### src/rtl/wb_stream_writer_if.sv
// Bus bundle for wb_stream_writer: the inbound stream handshake plus the
// Wishbone write master signals. The writer uses the master view; whatever
// feeds the stream and answers the bus uses the slave view.
interface wb_stream_writer_if #(
  parameter int AW = 14,
  parameter int DW = 32
);
  localparam int MW = DW / 8;

  logic [DW-1:0] in_data;
  logic          in_valid;
  logic          in_ready;

  logic [AW-1:0] wb_addr;
  logic [DW-1:0] wb_wdata;
  logic [MW-1:0] wb_wmsk;
  logic          wb_we;
  logic          wb_cyc;
  logic          wb_ack;

  modport master (
    input  in_data, in_valid, wb_ack,
    output in_ready, wb_addr, wb_wdata, wb_wmsk, wb_we, wb_cyc
  );

  modport slave (
    output in_data, in_valid, wb_ack,
    input  in_ready, wb_addr, wb_wdata, wb_wmsk, wb_we, wb_cyc
  );
endinterface

### src/rtl/wb_stream_writer.sv
// Stream-to-Wishbone writer: takes cfg_len words from a valid/ready stream
// and writes them to consecutive word addresses starting at cfg_addr.
// Address and data are registered so they stay stable for the whole bus
// cycle. When an ack arrives and more words remain, the next word is
// accepted in the same cycle, so wb_cyc stays high (one word per two cycles).
module wb_stream_writer #(
  parameter int AW = 14,
  parameter int DW = 32,
  parameter int LW = AW + 1
) (
  input  logic          clk,
  input  logic          rst,
  input  logic [AW-1:0] cfg_addr,
  input  logic [LW-1:0] cfg_len,
  input  logic          cfg_start,
  output logic          stat_busy,
  output logic          stat_done,
  wb_stream_writer_if.master bus
);

  localparam int MW = DW / 8;

  localparam logic [1:0] IDLE  = 2'd0;
  localparam logic [1:0] FETCH = 2'd1;
  localparam logic [1:0] WRITE = 2'd2;
  localparam logic [1:0] DONE  = 2'd3;

  logic [1:0]    state;
  logic [AW-1:0] addr;
  logic [LW-1:0] remaining;
  logic [DW-1:0] wdata;
  logic          cyc;

  logic last_word;
  logic ack_hit;
  logic take_word;

  assign last_word = (remaining == LW'(1));
  assign ack_hit   = (state == WRITE) && bus.wb_ack;
  assign take_word = bus.in_valid && bus.in_ready;

  // Transfer sequencing: load config, fetch a word, hold it on the bus until acked.
  always_ff @(posedge clk or posedge rst) begin
    if (rst) begin
      state     <= IDLE;
      addr      <= '0;
      remaining <= '0;
      wdata     <= '0;
      cyc       <= 1'b0;
    end else begin
      case (state)
        IDLE: begin
          if (cfg_start) begin
            addr      <= cfg_addr;
            remaining <= cfg_len;
            state     <= (cfg_len != '0) ? FETCH : DONE;
          end
        end
        FETCH: begin
          if (take_word) begin
            wdata <= bus.in_data;
            cyc   <= 1'b1;
            state <= WRITE;
          end
        end
        WRITE: begin
          if (ack_hit) begin
            addr      <= addr + AW'(1);
            remaining <= remaining - LW'(1);
            if (last_word) begin
              cyc   <= 1'b0;
              state <= DONE;
            end else if (take_word) begin
              wdata <= bus.in_data;
            end else begin
              cyc   <= 1'b0;
              state <= FETCH;
            end
          end
        end
        DONE: begin
          state <= IDLE;
        end
        default: begin
          state <= IDLE;
        end
      endcase
    end
  end

  // Ready in FETCH, or on the ack cycle when another word is still owed.
  assign bus.in_ready = (state == FETCH) || (ack_hit && !last_word);

  assign bus.wb_addr  = addr;
  assign bus.wb_wdata = wdata;
  assign bus.wb_wmsk  = {MW{1'b1}};
  assign bus.wb_we    = cyc;
  assign bus.wb_cyc   = cyc;

  assign stat_busy = (state != IDLE);
  assign stat_done = (state == DONE);

endmodule

### src/flat_wrapper.sv
// flat-port wrapper written by rule: the top's interface ports become plain ports
module wb_stream_writer_flat 
#(
  parameter int AW = 14,
  parameter int DW = 32,
  parameter int LW = AW + 1
)
  (clk, rst, cfg_addr, cfg_len, cfg_start, stat_busy, stat_done, bus_in_data, bus_in_valid, bus_wb_ack, bus_in_ready, bus_wb_addr, bus_wb_wdata, bus_wb_wmsk, bus_wb_we, bus_wb_cyc);
  wb_stream_writer_if #(.AW(AW), .DW(DW)) bus_i ();
  input  logic clk;
  input  logic rst;
  input  logic [AW-1:0] cfg_addr;
  input  logic [LW-1:0] cfg_len;
  input  logic cfg_start;
  output logic stat_busy;
  output logic stat_done;
  input wire logic [$bits(bus_i.in_data)-1:0] bus_in_data;
  input wire logic [$bits(bus_i.in_valid)-1:0] bus_in_valid;
  input wire logic [$bits(bus_i.wb_ack)-1:0] bus_wb_ack;
  output wire logic [$bits(bus_i.in_ready)-1:0] bus_in_ready;
  output wire logic [$bits(bus_i.wb_addr)-1:0] bus_wb_addr;
  output wire logic [$bits(bus_i.wb_wdata)-1:0] bus_wb_wdata;
  output wire logic [$bits(bus_i.wb_wmsk)-1:0] bus_wb_wmsk;
  output wire logic [$bits(bus_i.wb_we)-1:0] bus_wb_we;
  output wire logic [$bits(bus_i.wb_cyc)-1:0] bus_wb_cyc;
  assign bus_i.in_data = bus_in_data;
  assign bus_i.in_valid = bus_in_valid;
  assign bus_i.wb_ack = bus_wb_ack;
  assign bus_in_ready = bus_i.in_ready;
  assign bus_wb_addr = bus_i.wb_addr;
  assign bus_wb_wdata = bus_i.wb_wdata;
  assign bus_wb_wmsk = bus_i.wb_wmsk;
  assign bus_wb_we = bus_i.wb_we;
  assign bus_wb_cyc = bus_i.wb_cyc;
  wb_stream_writer #(.AW(AW), .DW(DW), .LW(LW)) u_core (.clk(clk), .rst(rst), .cfg_addr(cfg_addr), .cfg_len(cfg_len), .cfg_start(cfg_start), .stat_busy(stat_busy), .stat_done(stat_done), .bus(bus_i));
endmodule
### config.mk
export PLATFORM = sky130hd
export DESIGN_NAME = wb_stream_writer_flat
export DESIGN_NICKNAME = d
export VERILOG_FILES = /design/src/rtl/wb_stream_writer_if.sv /design/src/rtl/wb_stream_writer.sv /design/src/flat_wrapper.sv
export SDC_FILE = /design/constraint.sdc
export NUM_CORES = 1
export LEC_CHECK = 0
export ABC_CLOCK_PERIOD_IN_PS = 3500
export BUFFER_PORTS_ARGS = -buffer_cell sky130_fd_sc_hd__buf_2
export CAP_MARGIN = 20
export CELL_PAD_IN_SITES_DETAIL_PLACEMENT = 1
export CELL_PAD_IN_SITES_GLOBAL_PLACEMENT = 1
export CORE_ASPECT_RATIO = 1.75
export CORE_UTILIZATION = 39
export CTS_BUF_LIST = sky130_fd_sc_hd__clkbuf_8
export DETAILED_ROUTE_END_ITERATION = 10
export PLACE_DENSITY = 0.88
export SYNTH_ARGS = -nofsm -noshare
export SYNTH_HDL_FRONTEND = slang
export SYNTH_SLANG_ARGS = --single-unit
### constraint.sdc
create_clock -name clk -period 3.5 [get_ports clk]
set_clock_uncertainty 0.1 [all_clocks]
set_input_delay 0.7 -clock clk [delete_from_list [all_inputs] [get_ports clk]]
set_output_delay 0.7 -clock clk [all_outputs]
set_load 0.02 [all_outputs]
==> results.ini, run 1 <==
[place]
placedCellCount = 534
dp_hpwl_mm = 7.413
io_buffers = 116
place.gp.congestion = 0.8190

[timing]
hold_ws_ns = 0.1886
hold_violations = 0
setup_violations = 0
rsz0062_at_grt = no
period_needed_ns = 3.400
period_share_pct = 97.15
fmax_mhz = 294.1
slew_headroom_pct = 40.58
maxSlewViolCount = 0
worstMarginPinSlew_ns = 0.8914
finalSetupTns_ns = 0

[drt]
wl_per_cell_um = 18.52
drt_iter0_drc = 130
avgViaCountPerCell = 5.424
dr_total_vias = 2983
drc = 0
drt-pass1-iter-count = 6
postRouteAntennaNets = 0
routed_wl_mm = 10.18

[logic_synthesis]
synthArstFlopShare_pct = 100.0
synth_ff_type = dfrtp_1
synthCells = 316
seq_area_frac_synth_pct = 46.08
synth_edf_count = 0
yosysWarnings = 0
synth_cell_types = 50
synth_area_um2 = 3476
avgSynthCellArea_um2 = 11.00
synth_seq_cells = 64

[clock_network]
postCtsHoldBufs = 0
cts_made_buffers = 9
cts_sinks = 64
clk_transition_reported_paths_ns = 0.07
clk_latency_ns = 0.35
cts_tree = done
clk_path_buf_depth = 2
root_buffer = clkbuf_8
htreeDepth = 3

[setup_path]
crit_type = flop to output pin
crit_path_cell_trace = inv_2 > ha_1 > or4b_2 > or4_4 > nand3_2 > or2b_1 > buf_2
crit_path_end_kind = output pin
rrSetupSlack_ns = 0.62
rr_endpoint = u_core.bus.wb_wdata[16]
critPathLaunchType = flop
required_ns = 2.70
cpPeakStageDelay_ns = 0.58
path_max_fanout = 5
worstPathArrival_ns = 2.60
crit_slowest_cell = or4b_2
r2r-start = u_core.remaining[1]
r2r_cells = 8

[grt]
grt_util_all_layers_pct = 22.83
antenna_found_initial = 0
grt_pass1_wl_mm = 16.00
grt_overflow_total = 0
grt_start_max_net_pins = 52
grt_pass1_vias = 3122

[final_layout]
final_layout_size_suffix_gt1_share_pct = 42.49
fin_cells = 550
area_growth_pct = 24.19
nets = 501
post-route-util_pct = 49.78
num_antenna_cells = 0

[die]
die-area_um2 = 9309
die_y_um = 126.9
fp-row-count = 45
core-area_um2 = 8671
die_width_um = 73.37
pin_count = 121
initial_core_util_pct = 40.09

[pwr]
leakage_uw = 0.002011
power_uw = 4390
vdd_drop_max_uv = 396.9
power_density_nw_per_um2 = 1017

[outcome]
status = finished clean

[hold_path]
min_path_type = primary input to async pin

[flow_run]
max-cap-violations = 0

-- per-stage QoR --
stage	setup WS, ns	instance area, µm²
4_1_cts	0.05989	4315
3_3_place_gp	0.5276	4128
3_5_place_dp	0.4472	4128
6_report	0.09980	4317
2_1_floorplan	0.6549	3487
5_1_grt	0.01088	4317
-- kinds of logic after synthesis --
| family | share of synthesized area (%) |
|---|---|
| multiplexers | 17.39 |
| adder cells (fa/ha/maj) | 2.520 |
| other | 0.1079 |
| flip-flops | 46.08 |
| buffers and inverters | 4.823 |
| AO/OA/AOI/OAI | 14.47 |
| AND/OR/NAND/NOR | 14.61 |
-- Yosys cell counts (2+ instances only) --
library cell	count	area (µm²)
clkbuf_1	13	48.80
and3_1	5	31.28
nand2_1	19	71.32
or2b_1	2	15.01
nor3_1	3	15.01
dfrtp_1	64	1602
or4b_2	2	20.02
nor3b_1	2	15.01
nand4_1	4	25.02
mux2_4	30	450.4
buf_6	3	33.78
and4_1	3	26.28
a31oi_1	3	18.77
nand3_1	14	70.07
nor4_1	4	25.02
buf_4	5	37.54
o22ai_1	20	125.1
nor2b_1	3	18.77
mux2_2	2	22.52
o221a_2	3	33.78
inv_1	9	33.78
nor4b_1	4	35.03
o21ai_0	18	90.09
nand2b_1	6	37.54
a2bb2oi_1	3	26.28
a21oi_1	21	105.1
a21o_1	2	15.01
nor2_1	9	33.78
mux2i_1	12	120.1
or4_4	2	22.52
ha_1	7	87.58
-- how the worst max path moves through the flow --
stage / depth (start not counted) / slack (ns) / from / endpoint
after floorplan: 6 / 0.65 / u_core.remaining[1] / bus_in_ready
after CTS: 6 / 0.06 / u_core.remaining[0] / bus_in_ready
after global routing: 7 / 0.01 / u_core.remaining[1] / bus_in_ready
after global placement: 7 / 0.53 / u_core.remaining[1] / bus_in_ready
final: 7 / 0.1 / u_core.remaining[1] / bus_in_ready
after detailed placement: 6 / 0.45 / u_core.remaining[0] / bus_in_ready
-- report_power, final --
part           internal, µW  leakage, µW  total (µW)  switching (µW)
clock                   322    0.0000962         626             303
sequential             1130     0.000745        1490             359
combinational           985      0.00117        2280            1290
total                  2430      0.00201        4390            1960
-- critical path: cells and delay by family, from the launching register on --
kind	cells	cell delay, ns
adders and majority gates	1	0.14
buffers and inverters	2	0.25
DFF	1	0.43
and+or+nand+nor	4	1.43
-- cells in the final DEF, fill, tap and decap left out, drive strengths merged, types with 2 or more instances in the layout --
cell type and n:
a21oi 22, nand2b 6, and3 5, mux2 33, a31oi 4, nor4b 4
nor2b 3, mux2i 12, o22ai 20, clkinv 3, or2b 2, clkinvlp 2
nor4 4, clkbuf 9, o21ai 18, nand2 19, nand3 15, o221a 3
a2bb2oi 3, and4 3, buf 122, dfrtp 64, inv 10, or4b 2
or4 3, a21o 2, nor3 3, conb 4, nand4 4, nor3b 2
ha 7, nor2 9
-- final cells by class --
type / count / area [µm²]
Timing Repair Buffer: 122 / 625.6
Inverter: 9 / 33.78
Clock inverter: 7 / 63.81
Sequential cell: 64 / 1603
Multi-Input combinational cell: 222 / 1720
Fill cell: 1023 / 4354
Tap cell: 117 / 146.4
Clock buffer: 9 / 123.9
-- state kept, by name (all words and copies together) (netlist names) --
| signal | count |
|---|---|
| u_core.bus.wb_cyc | 1 |
| u_core.bus.wb_addr | 14 |
| u_core.bus.wb_wdata | 32 |
| u_core.remaining | 15 |
| u_core.state | 2 |
-- metal layers --
layer | share of wire [%] | vias to the layer above | track usage, % | routed length (µm)
met4 | 2.6 | 2 | 8.484 | 262
met2 | 53 | 117 | 41.72 | 5416
met5 | 0.059 | - | 0 | 6
met3 | 6.3 | 17 | 6.593 | 641
met1 | 38 | 1460 | 24.03 | 3857
li1 | - | 1387 | - | -
-- timing repair --
item	4_1_cts	5_1_grt
endpoints found under the setup margin	0	1
setup buffers	0	0
resized for setup	0	2
No activity file was read; power rests on OpenSTA's default activity.
==> run 2: changes to the inputs <==
Settings changed: ABC_AREA from default to 1, CORE_UTILIZATION 39 to 37.
==> run 2 against run 1 <==
  * First-iteration DRC count increased by 16%
  * Area after synthesis grew 3.9%
  * Count of clock-buffer cells in the layout did not move
  * Clock power rose by 23%
  * Combinational power down 7%
  * Power down 2.1%
  * Global-route usage fell by 1.0 points
  * Worst setup slack improved by 0.83 ns
  * Via count rose by 18%
  * Sequential share of layout area down 1.3 points
  * Fmax rose by 32%
  * Critical endpoint unchanged
  * Largest cell class is now sequential cells
==> results.ini, run 2 <==
[outcome]
status = finished clean

[clock_network]
cts_tree = done
postCtsHoldBufs = 0  ; unchanged
root_buffer = clkbuf_8
cts_resized = 0  ; unchanged
clk_path_buf_depth = 2  ; unchanged
clk_latency_ns = 0.34  ; about the same
post_cts_buffers = 0  ; unchanged
htreeDepth = 3  ; unchanged
cts_sinks = 64  ; unchanged
clk_transition_reported_paths_ns = 0.07  ; about the same
cts_made_buffers = 9  ; unchanged

[final_layout]
nets = 651  ; +30%
post-route-util_pct = 47.17  ; -2.6 points
largest_reg_flops = 32  ; unchanged
layout_common_cells = 116 x buf_2, 93 x nand2_1, 74 x inv_1, 64 x dfrtp_1, 37 x nor2_1
final_layout_size_suffix_gt1_share_pct = 28.30  ; -14 points
area_growth_pct = 23.62
num-fill-cells = 1220  ; +19%
design_area_um2 = 4466  ; +3.4%
num_antenna_cells = 0  ; unchanged
final_common_cell = buf_2

[timing]
period_needed_ns = 2.567  ; -0.8332 ns
rsz0062_at_grt = no
hold_violations = 0  ; unchanged
hold_ws_ns = 0.3839  ; +0.1953 ns
maxSlewViolCount = 0  ; unchanged
setup_violations = 0  ; unchanged
worstMarginPinSlew_ns = 0.8276  ; -0.06378 ns
period_share_pct = 73.34  ; -24 points
finalSetupTns_ns = 0  ; unchanged
fmax_mhz = 389.6  ; +32%
slew_headroom_pct = 44.83  ; +4.3 points

[grt]
grt_util_all_layers_pct = 21.83  ; -1.0 points
grt_start_max_net_pins = 65  ; +25%
grt_overflow_total = 0  ; unchanged
antenna_found_initial = 0  ; unchanged
grt_pass1_vias = 3807  ; +22%
grt_pass1_wl_mm = 17.64  ; +10%

[logic_synthesis]
synth_seq_cells = 64  ; unchanged
seq_area_frac_synth_pct = 44.34  ; -1.7 points
synthArstFlopShare_pct = 100.0  ; unchanged
synth_area_um2 = 3612  ; +3.9%
synthTopCellsByCount = 93 x nand2_1, 74 x inv_1, 64 x dfrtp_1, 37 x nor2_1, 35 x o21ai_0
synthCells = 468  ; +48%
synth_top_area_share_pct = 44.34  ; -1.7 points
yosysWarnings = 0  ; unchanged
yosys-top-cells-area = dfrtp_1 44%, nand2_1 9.7%, inv_1 7.7%
yosys.area.top_type = dfrtp_1
synth_ff_type = dfrtp_1
synth_cell_types = 39  ; -22%
synth_edf_count = 0  ; unchanged
post-synth-top-count-cell = nand2_1
avgSynthCellArea_um2 = 7.718  ; -30%

[die]
core-area_um2 = 9468  ; +9.2%
die-area_um2 = 10180  ; +9.3%
initial_core_util_pct = 38.15  ; -1.9 points
die_width_um = 76.69  ; +4.5%
die_y_um = 132.7  ; +4.6%
pin_count = 121  ; unchanged
fp-row-count = 47  ; +4.4%

[hold_path]
min_path_type = flop to flop

[pwr]
power_density_nw_per_um2 = 962.4  ; -5.4%
power.internal_uw = 2288  ; -6.0%
pwr-share-clk_pct = 17.9  ; +3.7 points
seq_power_share_pct = 32.8  ; -1.0 points
switchingPower_uw = 2009  ; +2.7%
leakage_uw = 0.002427  ; +21%
vdd_drop_max_uv = 413.2  ; +4.1%
swShare_pct = 46.75  ; +2.2 points
pwr-share-comb_pct = 49.4  ; -2.5 points

[drt]
drc = 0  ; unchanged
postRouteAntennaNets = 0  ; unchanged
routed_wl_mm = 10.48  ; +2.9%
dr_total_vias = 3507  ; +18%
wl_per_cell_um = 14.87  ; -20%
avgViaCountPerCell = 4.974  ; -8.3%
drt_iter0_drc = 151  ; +16%
drt-pass1-iter-count = 4  ; -2

[setup_path]
crit_type = flop to output pin
crit_path_end_kind = output pin
worstPathArrival_ns = 1.77  ; -0.83 ns
critPathLaunchType = flop
required_ns = 2.70  ; about the same
path_max_fanout = 3  ; -2

[place]
dpl_cell_area_um2 = 4230  ; +2.5%
place.gp.congestion = 0.7880  ; -3.8%
io_buffers = 116  ; unchanged
dp_hpwl_mm = 7.828  ; +5.6%

[flow_run]
max-cap-violations = 0  ; unchanged

[run 2: metal layers]
metal / share of wire, % / track usage, % / routed length, µm / up-vias
li1: - / - / - / 1697
met1: 39 / 23.05 / 4122 / 1679
met2: 54 / 40.33 / 5608 / 114
met3: 5.3 / 5.724 / 553 / 17
met4: 1.9 / 8.654 / 196 / 0
met5: 0 / 0 / 0 / -
[run 2: per-stage QoR]
stage          cells  total power, µW  setup slack [ns]
2_1_floorplan    471             2899             1.102
3_3_place_gp     689             3408             1.106
3_5_place_dp     689             3554            0.9730
4_1_cts          705             4343            0.9002
5_1_grt          705             4648            0.7109
6_report         705             4298            0.9330
[run 2: worst paths after layout]
path | from | to | slack (ns) | cells after the start
max | u_core.remaining[13] | bus_in_ready | 0.93 | 7
min | u_core.remaining[11] | u_core.remaining[11] | 0.38 | 2
max reg2reg | u_core.state[0] | u_core.bus.wb_wdata[17] | 0.97 | 8
min reg2reg | u_core.remaining[11] | u_core.remaining[11] | 0.38 | 2
max in group asynchronous | rst | u_core.remaining[12] | 2.25 | 3
min in group asynchronous | rst | u_core.bus.wb_wdata[29] | 0.52 | 3
[run 2: layout make-up]
class                      count  area (µm²)  share of cell area, %
inverter                      76       285.3                  6.388
timing repair buffer         120       610.6                  13.67
clock inverter                 7       111.4                  2.494
sequential                    64        1602                  35.86
tap                          122       152.6                  3.418
multi-input combinational    307        1580                  35.39
clock buffer                   9       123.9                  2.774
[run 2: power by group through the flow]
| stage | combinational [µW] | sequential, µW | clock [µW] |
|---|---|---|---|
| 2_1_floorplan | 1230 | 1660 | 0 |
| 3_3_place_gp | 2020 | 1380 | 0 |
| 3_5_place_dp | 2150 | 1410 | 0 |
| 4_1_cts | 2150 | 1410 | 783 |
| 5_1_grt | 2370 | 1460 | 817 |
| 6_report | 2120 | 1410 | 767 |
[run 2: logic make-up after synthesis]
kind of cell | Yosys count | share of synthesized area [%]
other cells | 1 | 0.1038
fa+ha+maj | 7 | 2.425
xor+xnor | 5 | 1.212
flops | 64 | 44.34
compound gates | 109 | 17.70
simple gates | 182 | 22.00
buf+inv | 100 | 12.23
[run 2: critical path, stage by stage (launching register included)]
cell and delay [ns]:
dfrtp_1 0.41, nor2_1 0.23, nand2_1 0.08, nor2_1 0.18, nand2_1 0.12, nand3_1 0.13
nand2_2 0.09, buf_2 0.18
==> run 3: changes to the inputs <==
Settings changed: ABC_CLOCK_PERIOD_IN_PS 3500 to 2600.
Clock period 3.5 ns to 2.6 ns, I/O delays scaled along.
==> run 3 against run 2 <==
  * Non-clock buffer count is 4 higher
  * Combinational power up 37%
  * Critical path depth did not move
  * Clock power is 14% higher
  * Critical path type unchanged
  * Critical endpoint unchanged
  * Highest routed layer unchanged
==> results.ini, run 3 (same netlist as run 2, synthesis figures left out) <==
[grt]
antenna_found_initial = 0  ; unchanged
grt_util_all_layers_pct = 21.77  ; -0.063 points
grt_pass1_wl_mm = 17.53  ; -0.62%
grt_pass1_vias = 3817  ; +0.26%
grt_overflow_total = 0  ; unchanged
grt_start_max_net_pins = 43  ; -34%

[pwr]
leakage_uw = 0.002448  ; +0.86%
vdd_drop_max_uv = 686.6  ; +66%
pwr-share-comb_pct = 51.3  ; +1.9 points
pwr-share-clk_pct = 15.5  ; -2.4 points
power.internal_uw = 2975  ; +30%
swShare_pct = 47.47  ; +0.72 points
seq_power_share_pct = 33.3  ; +0.5 points
switchingPower_uw = 2689  ; +34%
power_density_nw_per_um2 = 1263  ; +31%
power_uw = 5664  ; +32%

[final_layout]
final_layout_size_suffix_gt1_share_pct = 28.62  ; +0.32 points
largest_reg_flops = 32  ; unchanged
num_antenna_cells = 0  ; unchanged
num-fill-cells = 1224  ; +0.33%
final_common_cell = buf_2
area_growth_pct = 24.14
nets = 655  ; +0.61%
layout_common_cells = 116 x buf_2, 93 x nand2_1, 75 x inv_1, 64 x dfrtp_1, 37 x nor2_1

[clock_network]
postCtsHoldBufs = 0  ; unchanged
clk_transition_reported_paths_ns = 0.08  ; about the same
clk_latency_ns = 0.34  ; about the same
root_buffer = clkbuf_8
cts_sinks = 64  ; unchanged
cts_made_buffers = 9  ; unchanged
htreeDepth = 3  ; unchanged
clk_path_buf_depth = 2  ; unchanged
cts_resized = 0  ; unchanged
post_cts_buffers = 0  ; unchanged
cts_tree = done

[die]
die_width_um = 76.69  ; unchanged
die-area_um2 = 10180  ; unchanged
pin_count = 121  ; unchanged
initial_core_util_pct = 38.15  ; unchanged
fp-row-count = 47  ; unchanged
core-area_um2 = 9468  ; unchanged
die_y_um = 132.7  ; unchanged

[setup_path]
critPathLaunchType = flop
crit_type = flop to output pin
cpPeakStageDelay_ns = 0.42  ; about the same
path_buf_inv = 1  ; unchanged
required_ns = 1.98  ; -0.72 ns
path_max_fanout = 3  ; unchanged
worstPathArrival_ns = 1.77  ; about the same
crit_slowest_cell = dfrtp_1
crit_family = simple AND/OR/NAND/NOR gates
crit_path_end_kind = output pin
crit_path_cell_trace = nor2_1 > nand2_1 > nor2_1 > nand2_1 > nand3_1 > nand2_2 > buf_2

[flow_run]
max-cap-violations = 0  ; unchanged

[drt]
postRouteAntennaNets = 0  ; unchanged
drc = 0  ; unchanged
routed_wl_mm = 10.46  ; -0.19%
avgViaCountPerCell = 5.018  ; +0.88%
dr_total_vias = 3558  ; +1.5%
drt-pass1-iter-count = 4  ; unchanged
drt_iter0_drc = 185  ; +23%
wl_per_cell_um = 14.75  ; -0.75%

[timing]
slew_headroom_pct = 55.96  ; +11 points
setup_violations = 0  ; unchanged
hold_violations = 0  ; unchanged
period_needed_ns = 2.386
finalSetupTns_ns = 0  ; unchanged
fmax_mhz = 419.2
maxSlewViolCount = 0  ; unchanged
worstMarginPinSlew_ns = 0.6556  ; -0.1720 ns
rsz0062_at_grt = no
period_share_pct = 91.76

[place]
place.gp.congestion = 0.8596  ; +9.1%
dp_hpwl_mm = 7.887  ; +0.75%
io_buffers = 116  ; unchanged

[outcome]
status = finished clean

[hold_path]
min_path_type = primary input to async pin

## run 3: final cells by class
class,count,area [µm²],area share [%]
Clock inverter,5,47.55,1.060
Sequential cell,64,1602,35.71
Multi-Input combinational cell,307,1580,35.24
Tap cell,122,152.6,3.404
Inverter,76,285.3,6.362
Clock buffer,11,151.4,3.376
Timing Repair Buffer,124,665.6,14.84
## run 3: worst paths after layout
path | slack [ns] | endpoint | start | depth (start not counted)
min in group clk | 0.31 | u_core.bus.wb_wdata[1] | bus_in_data[1] | 3
max reg2reg | 0.36 | u_core.bus.wb_addr[3] | u_core.state[0] | 9
max | 0.21 | bus_in_ready | u_core.remaining[13] | 7
min | 0.14 | u_core.bus.wb_wdata[13] | rst | 2
min reg2reg | 0.39 | u_core.bus.wb_wdata[23] | u_core.bus.wb_wdata[23] | 2
max in group asynchronous | 1.63 | u_core.bus.wb_cyc | rst | 3
## run 3: per-stage QoR
| stage | hold WS, ns | cell area, µm² | cells | setup slack, ns | utilization (%) |
|---|---|---|---|---|---|
| after floorplan | 0.3419 | 3623 | 471 | 0.3819 | - |
| after global placement | 0.3569 | 4285 | 693 | 0.4910 | 45.26 |
| after detailed placement | 0.3728 | 4285 | 693 | 0.3956 | 45.26 |
| after CTS | 0.1589 | 4484 | 709 | 0.2215 | 47.36 |
| after global routing | 0.1882 | 4484 | 709 | 0.09473 | 47.36 |
| final | 0.1439 | 4484 | 709 | 0.2143 | 47.36 |
## run 3: power by group through the flow
| stage | clock (µW) | combinational, µW | sequential, µW |
|---|---|---|---|
| after floorplan | 0 | 1660 | 2240 |
| after global placement | 0 | 2770 | 1870 |
| after detailed placement | 0 | 2920 | 1890 |
| after CTS | 898 | 2940 | 1890 |
| after global routing | 929 | 3220 | 1950 |
| final | 876 | 2900 | 1880 |
## run 3: worst reg2reg max path: cells and delay by family (launching register included)
family,cells,cell delay [ns]
simple gates,1,0.11
buf+inv,2,0.37
flops,1,0.40
compound gates,5,0.85
fa+ha+maj,1,0.31
## run 3: layer usage
metal	wire length [µm]	up-vias	share of wire [%]	track usage, %
met5	0	-	0	0
met4	271	0	2.6	8.547
met3	547	19	5.2	4.897
met2	5529	134	53	40.87
met1	4112	1695	39	22.95
li1	-	1710	-	-
